<file path="src/rtl/calc_sequencer.sv">
`timescale 1ns/1ps
// calc_sequencer: steps the row multiplier through one classification pass,
// writes every row result to the result store and reports the arg-max row.
// Optional per-row watchdog: define CALC_WATCHDOG_EN.
module calc_sequencer #(
    parameter int NUM_ROWS = 10,
    parameter int RES_W    = 16,
    parameter int WDOG_CYC = 1024
) (
    input  logic                    clk,
    input  logic                    rst,
    input  logic                    start_calc,
    input  logic                    abort,
    input  logic                    done_row,
    input  logic signed [RES_W-1:0] row_result,
    output logic [3:0]              row_select,
    output logic                    begin_mult,
    output logic                    res_wen,
    output logic [3:0]              res_addr,
    output logic signed [RES_W:0]   res_data,
    output logic                    busy,
    output logic                    done_calc,
    output logic [3:0]              best_class,
    output logic                    best_valid,
    output logic                    wdog_err
);
    localparam logic [3:0] LAST_ROW = 4'(NUM_ROWS - 1);

    if (NUM_ROWS < 2 || NUM_ROWS > 16) begin : g_bad_rows
        $error("calc_sequencer: NUM_ROWS must be within 2..16");
    end
    if (WDOG_CYC < 1) begin : g_bad_wdog
        $error("calc_sequencer: WDOG_CYC must be at least 1");
    end

    typedef enum logic [2:0] {
        S_IDLE,
        S_LAUNCH,
        S_WAIT,
        S_STORE,
        S_DONE
    } state_t;

    state_t                  state_q;
    logic [3:0]              row_q;
    logic [3:0]              argmax_q;
    logic signed [RES_W-1:0] max_q;
    logic                    begin_mult_q;
    logic                    res_wen_q;
    logic signed [RES_W:0]   res_data_q;
    logic                    busy_q;
    logic                    done_calc_q;
    logic [3:0]              best_class_q;
    logic                    best_valid_q;

`ifdef CALC_WATCHDOG_EN
    localparam int WD_W = $clog2(WDOG_CYC + 1);
    logic [WD_W-1:0] wdog_cnt_q;
    logic            wdog_err_q;
`endif

    always_ff @(posedge clk or posedge rst) begin
        if (rst) begin
            state_q      <= S_IDLE;
            row_q        <= '0;
            argmax_q     <= '0;
            max_q        <= '0;
            begin_mult_q <= 1'b0;
            res_wen_q    <= 1'b0;
            res_data_q   <= '0;
            busy_q       <= 1'b0;
            done_calc_q  <= 1'b0;
            best_class_q <= '0;
            best_valid_q <= 1'b0;
`ifdef CALC_WATCHDOG_EN
            wdog_cnt_q   <= '0;
            wdog_err_q   <= 1'b0;
`endif
        end else begin
            begin_mult_q <= 1'b0;
            res_wen_q    <= 1'b0;
            done_calc_q  <= 1'b0;
            // abort outranks everything, including a done_row that would have stored
            if (abort) begin
                state_q <= S_IDLE;
                busy_q  <= 1'b0;
            end else begin
                case (state_q)
                    S_IDLE: begin
                        if (start_calc) begin
                            state_q      <= S_LAUNCH;
                            row_q        <= '0;
                            best_valid_q <= 1'b0;
                            busy_q       <= 1'b1;
                            begin_mult_q <= 1'b1;
`ifdef CALC_WATCHDOG_EN
                            wdog_err_q   <= 1'b0;
`endif
                        end
                    end
                    S_LAUNCH: begin
                        state_q <= S_WAIT;
`ifdef CALC_WATCHDOG_EN
                        wdog_cnt_q <= '0;
`endif
                    end
                    S_WAIT: begin
                        if (done_row) begin
                            state_q    <= S_STORE;
                            res_wen_q  <= 1'b1;
                            res_data_q <= {row_result[RES_W-1], row_result};
                            // strict compare so ties keep the lower row index
                            if (row_q == 4'd0 || row_result > max_q) begin
                                max_q    <= row_result;
                                argmax_q <= row_q;
                            end
                        end
`ifdef CALC_WATCHDOG_EN
                        else if (wdog_cnt_q == WD_W'(WDOG_CYC - 1)) begin
                            state_q    <= S_IDLE;
                            busy_q     <= 1'b0;
                            wdog_err_q <= 1'b1;
                        end else begin
                            wdog_cnt_q <= wdog_cnt_q + WD_W'(1);
                        end
`endif
                    end
                    S_STORE: begin
                        if (row_q == LAST_ROW) begin
                            state_q      <= S_DONE;
                            done_calc_q  <= 1'b1;
                            best_valid_q <= 1'b1;
                            best_class_q <= argmax_q;
                        end else begin
                            state_q      <= S_LAUNCH;
                            row_q        <= row_q + 4'd1;
                            begin_mult_q <= 1'b1;
                        end
                    end
                    S_DONE: begin
                        state_q <= S_IDLE;
                        busy_q  <= 1'b0;
                    end
                    default: begin
                        state_q <= S_IDLE;
                        busy_q  <= 1'b0;
                    end
                endcase
            end
        end
    end

    assign row_select = row_q;
    assign res_addr   = row_q;
    assign begin_mult = begin_mult_q;
    assign res_wen    = res_wen_q;
    assign res_data   = res_data_q;
    assign busy       = busy_q;
    assign done_calc  = done_calc_q;
    assign best_class = best_class_q;
    assign best_valid = best_valid_q;
`ifdef CALC_WATCHDOG_EN
    assign wdog_err   = wdog_err_q;
`else
    assign wdog_err   = 1'b0;
`endif

endmodule

</file>
<file path="config.mk">
export PLATFORM = sky130hd
export DESIGN_NAME = calc_sequencer
export DESIGN_NICKNAME = d
export VERILOG_FILES = /design/src/rtl/calc_sequencer.sv
export SDC_FILE = /design/constraint.sdc
export NUM_CORES = 1
export LEC_CHECK = 0
export ABC_AREA = 1
export ABC_CLOCK_PERIOD_IN_PS = 1700
export CAP_MARGIN = 30
export CORE_ASPECT_RATIO = 0.6
export CORE_UTILIZATION = 40
export CTS_BUF_LIST = sky130_fd_sc_hd__clkbuf_8
export DETAILED_ROUTE_END_ITERATION = 10
export DONT_BUFFER_PORTS = 1
export PLACE_DENSITY = 0.59
export SETUP_SLACK_MARGIN = 0.2
export SLEW_MARGIN = 20
export SYNTH_ARGS = -nofsm -noshare
export SYNTH_HDL_FRONTEND = slang
export SYNTH_SLANG_ARGS = --single-unit
</file>
<file path="constraint.sdc">
create_clock -name clk -period 1.7 [get_ports clk]
set_input_delay 0.51 -clock clk [delete_from_list [all_inputs] [get_ports clk]]
set_output_delay 0.51 -clock clk [all_outputs]
set_load 0.02 [all_outputs]
</file>
Word-level counts from Yosys, hierarchy flattened. Index checks and enable logic that the tools add are counted.

Flip-flop bits (word level): 52. Output and inout bits: 35. Logic and storage cells: 60.

$add $sub $neg: 1. $lt $le $gt $ge: 1. Equal/unequal tests: 10. Multiplexer cells: 24. Bitwise gates (word level): 1. Reductions and logical operators: 12.

Operator list (number): $gt A16 B16 Y1 (1); $mux W1 (13); $mux W3 (4); $pmux W3 S4 (1); $reduce_and A4 Y1 (3); $mux W4 (2); $pmux W4 S2 (1); $eq A3 B2 Y1 const B (2); $ne A2 B2 Y1 const B (3); $ne A3 B3 Y1 const B (2); $pmux W1 S2 (3); $reduce_and A3 Y1 (2); $add A4 B1 Y4 const B (1); $eq A4 B4 Y1 const B (1); $logic_not A4 Y1 (1); $reduce_and A2 Y1 (2); $eq A3 B1 Y1 const B (1); $logic_not A3 Y1 (1); $reduce_or A3 Y1 (1); $ne A2 B1 Y1 const B (1); $reduce_bool A2 Y1 (1); $logic_or A1 B1 Y1 (1); $not A1 Y1 (1).

Logic depth before layout (Yosys ltp).
Word-level depth: 4. Mapped depth: 18. Gate-level depth less buffers: 17.

Worst setup path after synthesis. Ideal clock, no wire load.

Path type: input-to-reg. Start: input row_result[15]. End: register argmax_q[0]. Data arrival time: 1714 ps. Data required time: 1583 ps. Setup slack: -132 ps. Stages on the path: 12. Path buffers: 1. Cell sequence: ha_1 > a21oi_1 > o21ai_0 > a21oi_1 > nand2_1 > nand2_1 > nand3_1 > nand2_2 > nand2_2 > buf_6 > nand2_1 > nand2_1.

Cells in the longest elaborated chain, start to end: 3.

RTL lines: start: declaration (RTL line 15) `input logic signed [RES_W-1:0] row_result,`; $gt A16 B16 Y1 (RTL line 113) `if (row_q == 4'd0 || row_result > max_q) begin`; $logic_or A1 B1 Y1 (RTL line 113); $reduce_and A4 Y1 (no line); end signal: assignment (RTL line 115) `argmax_q <= row_q;`; end: declaration (RTL line 46) `logic [3:0] argmax_q;`.

Every way passes these cells. A chain may end at the register's enable or synchronous reset.

Worst setup path in the final report.
Start: register max_q[8]. End: register max_q[14].

Cells in the longest elaborated chain, start to end: 3.

RTL lines: start: declaration (RTL line 47) `logic signed [RES_W-1:0] max_q;`; start signal: assignment (RTL line 114) `max_q <= row_result;`; $gt A16 B16 Y1 (RTL line 113); $logic_or A1 B1 Y1 (RTL line 113); $reduce_and A4 Y1 (no line).

Every way passes these cells.

==> impl_summary.log <==
[metrics] result of the run: finished, violations left
[metrics] failing checks: setup timing
[metrics] post-detailed-route wirelength per cell: 14.8 um
[metrics] count of max-cap constraint violations: 0
[metrics] chip height: 64.8 um
[metrics] number of pins with negative max-slew slack in the final report: 0
[metrics] Area after DPL: 2990 um2
[metrics] highest-count cells in the layout ignoring fill and taps: nand2_1, dfrtp_1, nand3_1, buf_4, inv_1
[metrics] final critical-path setup slack: -0.128 ns
[metrics] leading cell type in the layout, fill and taps excluded: nand2_1
[metrics] diode count: 0
[metrics] critical path buffer and inverter count: 3
[metrics] TritonCTS buffer count: 5
[metrics] most used flip-flop cell after synthesis: dfrtp_1
[metrics] crit start category: flip-flop
[metrics] latest clock arrival within the worst-skew pair: 0.31 ns
[metrics] critical path data arrival time: 2.04 ns
[metrics] largest stage delay on the critical path: 0.37 ns
[metrics] largest clock skew in the final design: 0.0104 ns
[metrics] setup repair after global routing missed its margin: true
[metrics] clock slew at reported path FFs: 0.10 ns
[metrics] remaining global-route overflow: 0
[metrics] share of power burned in the clock network: 19.7%
[metrics] fin cells: 404
[metrics] die span in x: 107 um
[metrics] Rel. slew slack: 66.8%
[metrics] worst min-delay path category: primary input to async pin
[metrics] maximum number of pins on one net before global-route repair: 22
[metrics] Post-Syn Area per Cell: 9.25 um2
[metrics] Total Power: 0.00469 W
[metrics] core area: 6220 um2
[metrics] violation count after the first detailed-routing iteration: 97
[metrics] layout cell share with drive strength beyond 1: 41.6%
[metrics] number of remaining DRC errors: 0
[metrics] register share of total power: 44.6%
[metrics] TritonCTS clock tree: built
[metrics] net total in the final layout: 359
[metrics] final setup TNS: -2.26 ns
[metrics] fraction of power consumed by combinational cells: 35.7%
[metrics] DRT Wirelength: 5.99 mm
[metrics] boundary pin count: 56
[metrics] internal power: 0.00302 W
[metrics] input/output buffers: 0
[metrics] utilization of the core after routing: 57.4%
[metrics] sw frac: 35.5%
[metrics] Min Clock Period, post-route: 1.83 ns
[metrics] critical path class: flip-flop to flip-flop
[metrics] detailed-routing iteration count for the pre-antenna-repair pass: 4
[metrics] Worst path depth: 11
[metrics] Non-Filler Cell Area, Final: 3570 um2
[metrics] number of fill cells in the layout: 553
[metrics] maximum clock frequency: 547 MHz
[metrics] std cell rows: 22
[metrics] Switch Pwr: 0.00167 W
[metrics] Post-synth EDFFs: 0
[metrics] highest fanout seen on the critical path: 6
[metrics] number of global-route vias before repair: 1851
[metrics] CP dominant cell by count: nand3_1
[metrics] global-route wire length before repair: 9.22 mm
[metrics] CP Cell Sequence: inv_1, ha_4, nand4_1, nor3_4, buf_4, nand3_1, nand3_1, nand2_2, buf_4, nand3_1, nand2_1
[metrics] endpoint required time on the critical path: 1.91 ns
[metrics] placed insts: 379
[metrics] final worst-path cycle share: 108%
[metrics] Post-Synthesis Cell Area: 2630 um2
[metrics] root buffer selected by CTS: clkbuf_8
[metrics] Final setup viols: 20
[metrics] net count after synthesis: 324
[metrics] flops & latches, synth: 52
[metrics] weighted congestion reported at the end of routability-driven placement: 0.755
[metrics] worst slew pin tran: 0.497 ns
[metrics] Hold Violations, Final: 0
[metrics] Area growth syn-to-layout: 36.0%
[metrics] Worst Reg-to-Reg Cells: 11
[metrics] Bufs on Longest Clock Path: 2
[metrics] delay-heaviest family, CP: simple AND/OR/NAND/NOR gates
[metrics] synthesized instance count: 284
[metrics] R2R setup slack: -0.13 ns
[metrics] level count of the clock H-tree: 2
[metrics] post-synthesis sequential area ratio: 49.5%
[metrics] Antenna Nets Post-Route: 0
[metrics] vias per cell: 4.80
[metrics] sum of net half-perimeters after detailed placement: 4.10 mm
[metrics] distinct cell type count after synthesis: 24
[metrics] number of antenna violations at the first check in global routing: 0
[metrics] number of hold-repair buffers added at the cts stage: 0
[metrics] kind of end point of the critical path: flip-flop
[metrics] total clock sinks: 52
[metrics] initial cell density of the core: 42.2%
[metrics] asr flop ratio synth: 100%
[metrics] overall die area: 6900 um2
[metrics] total global routing track utilization: 17.6%
[metrics] critical-path cell with the highest stage delay: dfrtp_1
[metrics] Max IR drop VDD: 0.785 mV
[metrics] power density relative to cell area: 1310 nW/um2
[metrics] vias after detailed routing: 1938
[metrics] leakage power: 1.73 nW
[metrics] number of warnings printed during yosys synthesis: 0
-- synthesized netlist by cell type, types with 2 or more instances --
cell type | n | share of area, %
nor4_1 | 2 | 0.48
nand2_2 | 4 | 0.95
ha_1 | 19 | 9.1
nand2_1 | 77 | 11
buf_4 | 12 | 3.4
dfrtp_1 | 52 | 50
buf_6 | 2 | 0.86
nand3_1 | 29 | 5.5
nor2_1 | 11 | 1.6
mux2_2 | 15 | 6.4
a21o_1 | 2 | 0.57
o21ai_0 | 5 | 0.95
nor2_2 | 2 | 0.48
inv_1 | 34 | 4.9
a21oi_1 | 9 | 1.7
-- repair_timing --
action                                 in CTS  in global routing
endpoints found under the hold margin       0                  0
gates resized for setup                    26                 58
gates cloned                                2                  0
setup endpoints to repair                  36                 44
setup buffers                               6                  9
pin swaps                                   9                 10
-- path summary, 6_finish.rpt --
path / to / start
min in group clk: max_q[7] / row_result[7]
max in group asynchronous: max_q[15] / rst
setup reg to reg: max_q[14] / max_q[8]
setup / recovery: max_q[14] / max_q[8]
hold reg to reg: max_q[13] / max_q[13]
hold / removal: res_wen / rst
-- routing by layer --
metal	wire length, um	up-vias	track usage, %
li1	-	976	-
met1	3120	907	26.4
met2	2440	50	23.5
met3	374	5	5.84
met4	55	0	5.14
met5	0	-	0
-- registers in the layout (all words and copies together), names as in the netlist --
register    count
state_q         3
begin_mult      1
done_calc       1
best_class      4
res_wen         1
res_data       16
res_addr        4
argmax_q        4
max_q          16
best_valid      1
busy            1
-- worst reg2reg max path: stages (launching register included) --
cell,delay [ns]
dfrtp_1,0.37
inv_1,0.07
ha_4,0.26
nand4_1,0.13
nor3_4,0.19
buf_4,0.14
nand3_1,0.06
nand3_1,0.10
nand2_2,0.10
buf_4,0.17
nand3_1,0.09
nand2_1,0.06
-- power groups by stage --
| stage | Clock [W] | Combinational, W | Sequential, W |
|---|---|---|---|
| after global placement | 0 | 0.00129 | 0.00207 |
| after floorplan | 0 | 0.00106 | 0.00201 |
| after detailed placement | 0 | 0.00133 | 0.00207 |
| final | 0.000925 | 0.00167 | 0.00209 |
| after global routing | 0.00101 | 0.00190 | 0.00213 |
| after CTS | 0.000959 | 0.00144 | 0.00206 |
-- cells by family after synthesis --
kind of cell	synth area share (%)
fa+ha+maj	9.05
simple gates	21.4
compound gates	4.10
flops	49.5
buf+inv	9.29
other cells	0.143
mux	6.43
-- stage by stage --
stage,setup WS [ns],hold WS [ns]
2_1_floorplan,-0.0195,0.442
3_5_place_dp,-0.257,0.435
6_report,-0.128,0.0862
4_1_cts,-0.128,0.0904
5_1_grt,-0.259,0.103
3_3_place_gp,-0.238,0.429
-- area by class of cell --
type / instances / area (um2) / share of cell area, %
clock buffer: 7 / 96.3 / 2.70
clock inverter: 1 / 30.0 / 0.841
inverter: 35 / 138 / 3.85
multi-input combinational: 183 / 1460 / 40.8
sequential: 52 / 1300 / 36.5
tap: 84 / 105 / 2.94
timing repair buffer: 42 / 442 / 12.4
Power figures use the tool's default switching activity.
